==> src/rtl/eth_img_depkt_pkg.sv <==
// rtl/eth_img_depkt_pkg.sv - shared constants and FSM encoding for the image (de)packetiser
package eth_img_depkt_pkg;

    localparam logic [31:0] DEF_IMG_FRAME_HEAD = 32'hF05A_A50F;
    localparam logic [31:0] DEF_FIRST_SEQ      = 32'd1;

    typedef enum logic [2:0] {
        ST_IDLE  = 3'd0,
        ST_SEQ   = 3'd1,
        ST_HEAD  = 3'd2,
        ST_RES   = 3'd3,
        ST_PIXEL = 3'd4,
        ST_DROP  = 3'd5
    } depkt_state_e;

endpackage

==> src/rtl/eth_img_px_split.sv <==
// rtl/eth_img_px_split.sv - splits 32-bit payload words into two RGB565 pixels
module eth_img_px_split (
    input  logic        clk,
    input  logic        rst_n,
    input  logic        flush,
    input  logic        word_valid,
    input  logic [31:0] word_data,
    output logic        px_valid,
    output logic [15:0] px_data,
    output logic        overrun
);

    logic        pending;
    logic [15:0] low_q;

    // A new word always wins over a pending low half; losing that half is the overrun.
    always_ff @(posedge clk or negedge rst_n) begin
        if (!rst_n) begin
            px_valid <= 1'b0;
            px_data  <= 16'h0000;
            overrun  <= 1'b0;
            pending  <= 1'b0;
            low_q    <= 16'h0000;
        end else begin
            overrun <= 1'b0;
            if (flush) begin
                px_valid <= 1'b0;
                pending  <= 1'b0;
            end else if (word_valid) begin
                px_valid <= 1'b1;
                px_data  <= word_data[31:16];
                low_q    <= word_data[15:0];
                overrun  <= pending;
                pending  <= 1'b1;
            end else if (pending) begin
                px_valid <= 1'b1;
                px_data  <= low_q;
                pending  <= 1'b0;
            end else begin
                px_valid <= 1'b0;
            end
        end
    end

endmodule

==> src/rtl/eth_img_depkt.sv <==
// rtl/eth_img_depkt.sv - UDP payload depacketiser recovering resolution and RGB565 pixels
module eth_img_depkt
    import eth_img_depkt_pkg::*;
#(
    parameter logic [31:0] IMG_FRAME_HEAD = DEF_IMG_FRAME_HEAD,
    parameter logic [31:0] FIRST_SEQ      = DEF_FIRST_SEQ
) (
    input  logic        eth_rx_clk,
    input  logic        rst_n,
    input  logic        transfer_flag,
    input  logic        rec_en,
    input  logic [31:0] rec_data,
    input  logic        rec_pkt_done,
    output logic        img_data_en,
    output logic [15:0] img_data,
    output logic        frame_start,
    output logic [15:0] img_h_pixel,
    output logic [15:0] img_v_pixel,
    output logic        seq_err,
    output logic        head_err,
    output logic        overrun
);

    depkt_state_e state, state_nxt;
    logic         synced, synced_nxt;
    logic [31:0]  expected_seq, expected_seq_nxt;
    logic         seq_err_nxt, head_err_nxt, frame_start_nxt;
    logic         res_load, px_word_valid;
    logic [1:0]   rst_sync;
    logic         rst_int_n;

    // Reset asserts immediately but releases only after two clean receive-clock edges.
    always_ff @(posedge eth_rx_clk or negedge rst_n) begin
        if (!rst_n) rst_sync <= 2'b00;
        else        rst_sync <= {rst_sync[0], 1'b1};
    end
    assign rst_int_n = rst_sync[1];

    always_ff @(posedge eth_rx_clk or negedge rst_int_n) begin
        if (!rst_int_n) begin
            state        <= ST_IDLE;
            synced       <= 1'b0;
            expected_seq <= FIRST_SEQ + 32'd1;
            seq_err      <= 1'b0;
            head_err     <= 1'b0;
            frame_start  <= 1'b0;
            img_h_pixel  <= 16'h0000;
            img_v_pixel  <= 16'h0000;
        end else begin
            state        <= state_nxt;
            synced       <= synced_nxt;
            expected_seq <= expected_seq_nxt;
            seq_err      <= seq_err_nxt;
            head_err     <= head_err_nxt;
            frame_start  <= frame_start_nxt;
            if (res_load) begin
                img_h_pixel <= rec_data[31:16];
                img_v_pixel <= rec_data[15:0];
            end
        end
    end

    always_comb begin
        state_nxt        = state;
        synced_nxt       = synced;
        expected_seq_nxt = expected_seq;
        seq_err_nxt      = 1'b0;
        head_err_nxt     = 1'b0;
        frame_start_nxt  = 1'b0;
        res_load         = 1'b0;
        px_word_valid    = 1'b0;
        if (!transfer_flag) begin
            state_nxt  = ST_IDLE;
            synced_nxt = 1'b0;
        end else begin
            case (state)
                ST_IDLE: begin
                    state_nxt  = ST_SEQ;
                    synced_nxt = 1'b0;
                end
                ST_SEQ: if (rec_en) begin
                    if (rec_data == FIRST_SEQ) begin
                        state_nxt        = ST_HEAD;
                        synced_nxt       = 1'b1;
                        expected_seq_nxt = FIRST_SEQ + 32'd1;
                    end else if (synced && rec_data == expected_seq) begin
                        state_nxt        = ST_PIXEL;
                        expected_seq_nxt = expected_seq + 32'd1;
                    end else begin
                        state_nxt   = ST_DROP;
                        seq_err_nxt = synced;
                        synced_nxt  = 1'b0;
                    end
                end
                ST_HEAD: if (rec_en) begin
                    if (rec_data == IMG_FRAME_HEAD) begin
                        state_nxt = ST_RES;
                    end else begin
                        state_nxt    = ST_DROP;
                        head_err_nxt = 1'b1;
                        synced_nxt   = 1'b0;
                    end
                end
                ST_RES: if (rec_en) begin
                    res_load        = 1'b1;
                    frame_start_nxt = 1'b1;
                    state_nxt       = ST_PIXEL;
                end
                ST_PIXEL: px_word_valid = rec_en;
                ST_DROP:  state_nxt = ST_DROP;
                default:  state_nxt = ST_IDLE;
            endcase
            // The word of this cycle is already folded into state_nxt; a packet ending
            // before the resolution word counts as a truncated header.
            if (rec_pkt_done) begin
                if (state_nxt == ST_HEAD || state_nxt == ST_RES) begin
                    head_err_nxt = 1'b1;
                    synced_nxt   = 1'b0;
                end
                state_nxt = ST_SEQ;
            end
        end
    end

    eth_img_px_split u_px_split (
        .clk        (eth_rx_clk),
        .rst_n      (rst_int_n),
        .flush      (!transfer_flag),
        .word_valid (px_word_valid),
        .word_data  (rec_data),
        .px_valid   (img_data_en),
        .px_data    (img_data),
        .overrun    (overrun)
    );

endmodule

==> config.mk <==
export PLATFORM = sky130hd
export DESIGN_NAME = eth_img_depkt
export DESIGN_NICKNAME = d
export VERILOG_FILES = /design/src/rtl/eth_img_depkt_pkg.sv /design/src/rtl/eth_img_px_split.sv /design/src/rtl/eth_img_depkt.sv
export SDC_FILE = /design/constraint.sdc
export NUM_CORES = 1
export LEC_CHECK = 0
export BUFFER_PORTS_ARGS = -buffer_cell sky130_fd_sc_hd__buf_4
export CAP_MARGIN = 40
export CORE_MARGIN = 2
export CORE_UTILIZATION = 60
export DETAILED_ROUTE_END_ITERATION = 10
export PLACE_DENSITY = 0.82
export REMOVE_ABC_BUFFERS = 1
export SLEW_MARGIN = 40
export SYNTH_ARGS = -nofsm -noshare
export SYNTH_HDL_FRONTEND = slang
export SYNTH_SLANG_ARGS = --single-unit
==> constraint.sdc <==
create_clock -name eth_rx_clk -period 9.2 [get_ports eth_rx_clk]
set_input_delay 0 -clock eth_rx_clk [delete_from_list [all_inputs] [get_ports eth_rx_clk]]
set_output_delay 0 -clock eth_rx_clk [all_outputs]
set_load 0.005 [all_outputs]
==> flow_summary.json <==
{
  "outcome": "finished, final reports clean",
  "ant_nets": 0,
  "maxSlewViolCount": 0,
  "ir_drop_mv": 0.0921,
  "yosysWarnings": 0,
  "worst_slack_ns": 6.61,
  "post_cts_buffers": 0,
  "setup_viol": 0,
  "synth_edf_count": 0,
  "cts_tree": "done",
  "synth_cell_types": 54,
  "tightest_slew_ns": 0.716,
  "period_needed_ns": 2.59,
  "syn2layout_area_growth_pct": 25.1,
  "avgRoutedWirePerCell_um": 20.5,
  "die_y_um": 98.0,
  "rsz0062_at_grt": "false",
  "drc": 0,
  "cts-root-buf": "clkbuf_8",
  "grt.total_usage_pct": 32.3,
  "fin_util_pct": 76.7,
  "final_nets": 645,
  "syn_inst": 487,
  "total_power_uw": 937,
  "synthArstFlopShare_pct": 100,
  "dp.cells": 667,
  "power_density_mw_per_mm2": 141,
  "io_pins": 90,
  "layout.area.seq_sq_mm": 0.00271,
  "grt_pass1_vias": 4543,
  "min_to": "synced$_DFF_PN0_",
  "cts_sinks": 108,
  "ys_top_cells_by_count": "dfrtp_1, nand2_1, mux2_2",
  "p_leak_nw": 3.11,
  "post_dp_cell_area_sq_mm": 0.00604,
  "yosys.area.top_type": "dfrtp_1",
  "cts.path.max_buffers": 2,
  "design.core.area_sq_mm": 0.00864,
  "seq_area_frac_synth_pct": 51.0,
  "maxSlewHeadroom_pct": 51.8,
  "initial_utilization_pct": 61.4,
  "cp.arrival_ns": 2.91,
  "synth-seq-cells": 108,
  "start_kind": "register",
  "finalSetupTns_ns": 0,
  "min_from": "rec_en",
  "synthTopCellsByArea": "dfrtp_1, mux2_2, nand2_1",
  "r2r_end": "expected_seq[8]$_DFFE_PN0P_",
  "die_x_um": 98.0,
  "hold_ws_ns": 0.0180,
  "drtPass1Iterations": 5,
  "worstSetupPathType": "reg -> reg",
  "avgViaCountPerCell": 6.27,
  "die_area_sq_mm": 0.00960,
  "numCtsBuffers": 9,
  "multi_input_area_sq_mm": 0.00249,
  "max_freq_mhz": 386,
  "hold_path_class": "in -> reg",
  "drive_gt1_share_pct": 28.3,
  "rows": 34,
  "antenna_found_initial": 1,
  "skew_ns": 0.0153,
  "reg2regPathDepth": 6,
  "rrSetupSlack_ns": 6.61,
  "fin_crit_sh_pct": 28.2,
  "vias": 4522,
  "synth_area_sq_mm": 0.00530,
  "fin_area_sq_mm": 0.00663,
  "place_ws_ns": 6.64,
  "maxCapViolCount": 0,
  "finalWirelength_um": 14800,
  "cts_resized": 0,
  "h-tree-depth": 3,
  "fin_cells": 721,
  "yosysMostFrequentCell": "dfrtp_1",
  "yosysTopAreaCellShare_pct": 50.5,
  "grt_first_pass_wirelength_um": 24400,
  "grt_max_degree": 65,
  "place.gp.congestion": 0.920,
  "setup.worst_path.end_class": "register",
  "critPathMaxFanout": 12,
  "synth_ff_type": "dfrtp_1",
  "r2r-start": "expected_seq[14]$_DFFE_PN0P_",
  "io_buffers": 89,
  "path_clk_slew_ns": 0.11,
  "dp_hpwl_um": 9790,
  "final_hold_viol_count": 0,
  "drt-initial-drc-count": 482,
  "worstPathRequired_ns": 9.52,
  "syn_area_per_cell_sq_um": 10.9,
  "insertion_delay_ns": 0.38,
  "grt_overflow": 0,
  "fillerInstances": 545,
  "hold_path_depth": 4
}
[state kept, by name, indices dropped and copies added (netlist names)]
signal / cells
img_v_pixel: 16
seq_err: 1
frame_start: 1
head_err: 1
u_px_split.px_data: 16
synced: 1
expected_seq: 32
u_px_split.px_valid: 1
u_px_split.overrun: 1
u_px_split.low_q: 16
img_h_pixel: 16
rst_sync: 2
state: 3
u_px_split.pending: 1
[report_power, final]
part | total (mW) | switching, mW | internal (mW)
sequential | 0.527 | 0.0242 | 0.502
clock | 0.292 | 0.178 | 0.113
combinational | 0.119 | 0.0538 | 0.0650
[worst max-delay path, cell delays in order (launching register included)]
cell and delay (ns):
dfrtp_1 0.45, xnor2_1 0.22, nand4_1 0.15, nor4_1 0.54
nand3_1 0.49, or4_1 0.59, nand2_1 0.07
[repair_timing]
action / 4_1_cts / 5_1_grt
hold buffers: 37 / 0
endpoints found under the hold margin: 71 / 0
endpoints found under the setup margin: 0 / 0
[metal layers]
layer	part of all wire (%)	track usage [%]
met5	0	0
met4	2.9	9.83
met3	7.6	7.30
met2	48	51.9
met1	41	44.2
[logic make-up after synthesis]
| family | after synthesis | synth area share, % |
|---|---|---|
| AO/OA/AOI/OAI | 83 | 10.0 |
| XOR/XNOR | 35 | 5.79 |
| adder cells (fa/ha/maj) | 1 | 0.236 |
| buffers and inverters | 27 | 2.41 |
| flip-flops | 108 | 51.0 |
| multiplexers | 49 | 10.4 |
| other | 1 | 0.0708 |
| AND/OR/NAND/NOR | 183 | 20.0 |
[how the worst max path moves through the flow]
stage | startpoint | to | cells after the start
finish | expected_seq[14]$_DFFE_PN0P_ | expected_seq[8]$_DFFE_PN0P_ | 6
global route | rec_data[21] | state[2]$_DFF_PN0_ | 9
CTS | state[1]$_DFF_PN0_ | u_px_split.px_data[8]$_DFFE_PN0P_ | 7
detailed placement | state[1]$_DFF_PN0_ | u_px_split.px_data[2]$_DFFE_PN0P_ | 7
global placement | state[1]$_DFF_PN0_ | u_px_split.px_data[2]$_DFFE_PN0P_ | 7
floorplan | rst_sync[1]$_DFF_PN0_ | expected_seq[0]$_DFFE_PN0P_ | 0
[layout by cell type (no fill, tap or decap), drive strengths merged, types with 4 or more instances in the layout]
master / netlist / layout
nand2: 59 / 59
o21ai: 15 / 15
inv: 6 / 9
mux2: 48 / 48
nand4: 17 / 17
nor3: 6 / 6
nand3: 16 / 16
or4: 14 / 14
xor2: 17 / 17
and3: 8 / 8
dfrtp: 107 / 107
dlygate4sd3: 0 / 37
buf: 14 / 93
xnor2: 18 / 18
a22oi: 16 / 16
or3: 12 / 12
o211ai: 4 / 4
and4: 6 / 6
nor2: 13 / 13
o31ai: 10 / 10
clkbuf: 7 / 10
nor4: 15 / 15
a21oi: 26 / 26
[area by class of cell]
type	count	area share, %
Multi-Input combinational cell	352	37.5
Sequential cell	108	40.9
Inverter	6	0.340
Clock inverter	6	0.963
Antenna cell	1	0.0378
Clock buffer	10	2.08
Tap cell	108	2.04
Timing Repair Buffer	130	16.2
(Power assumes the default switching activity.)
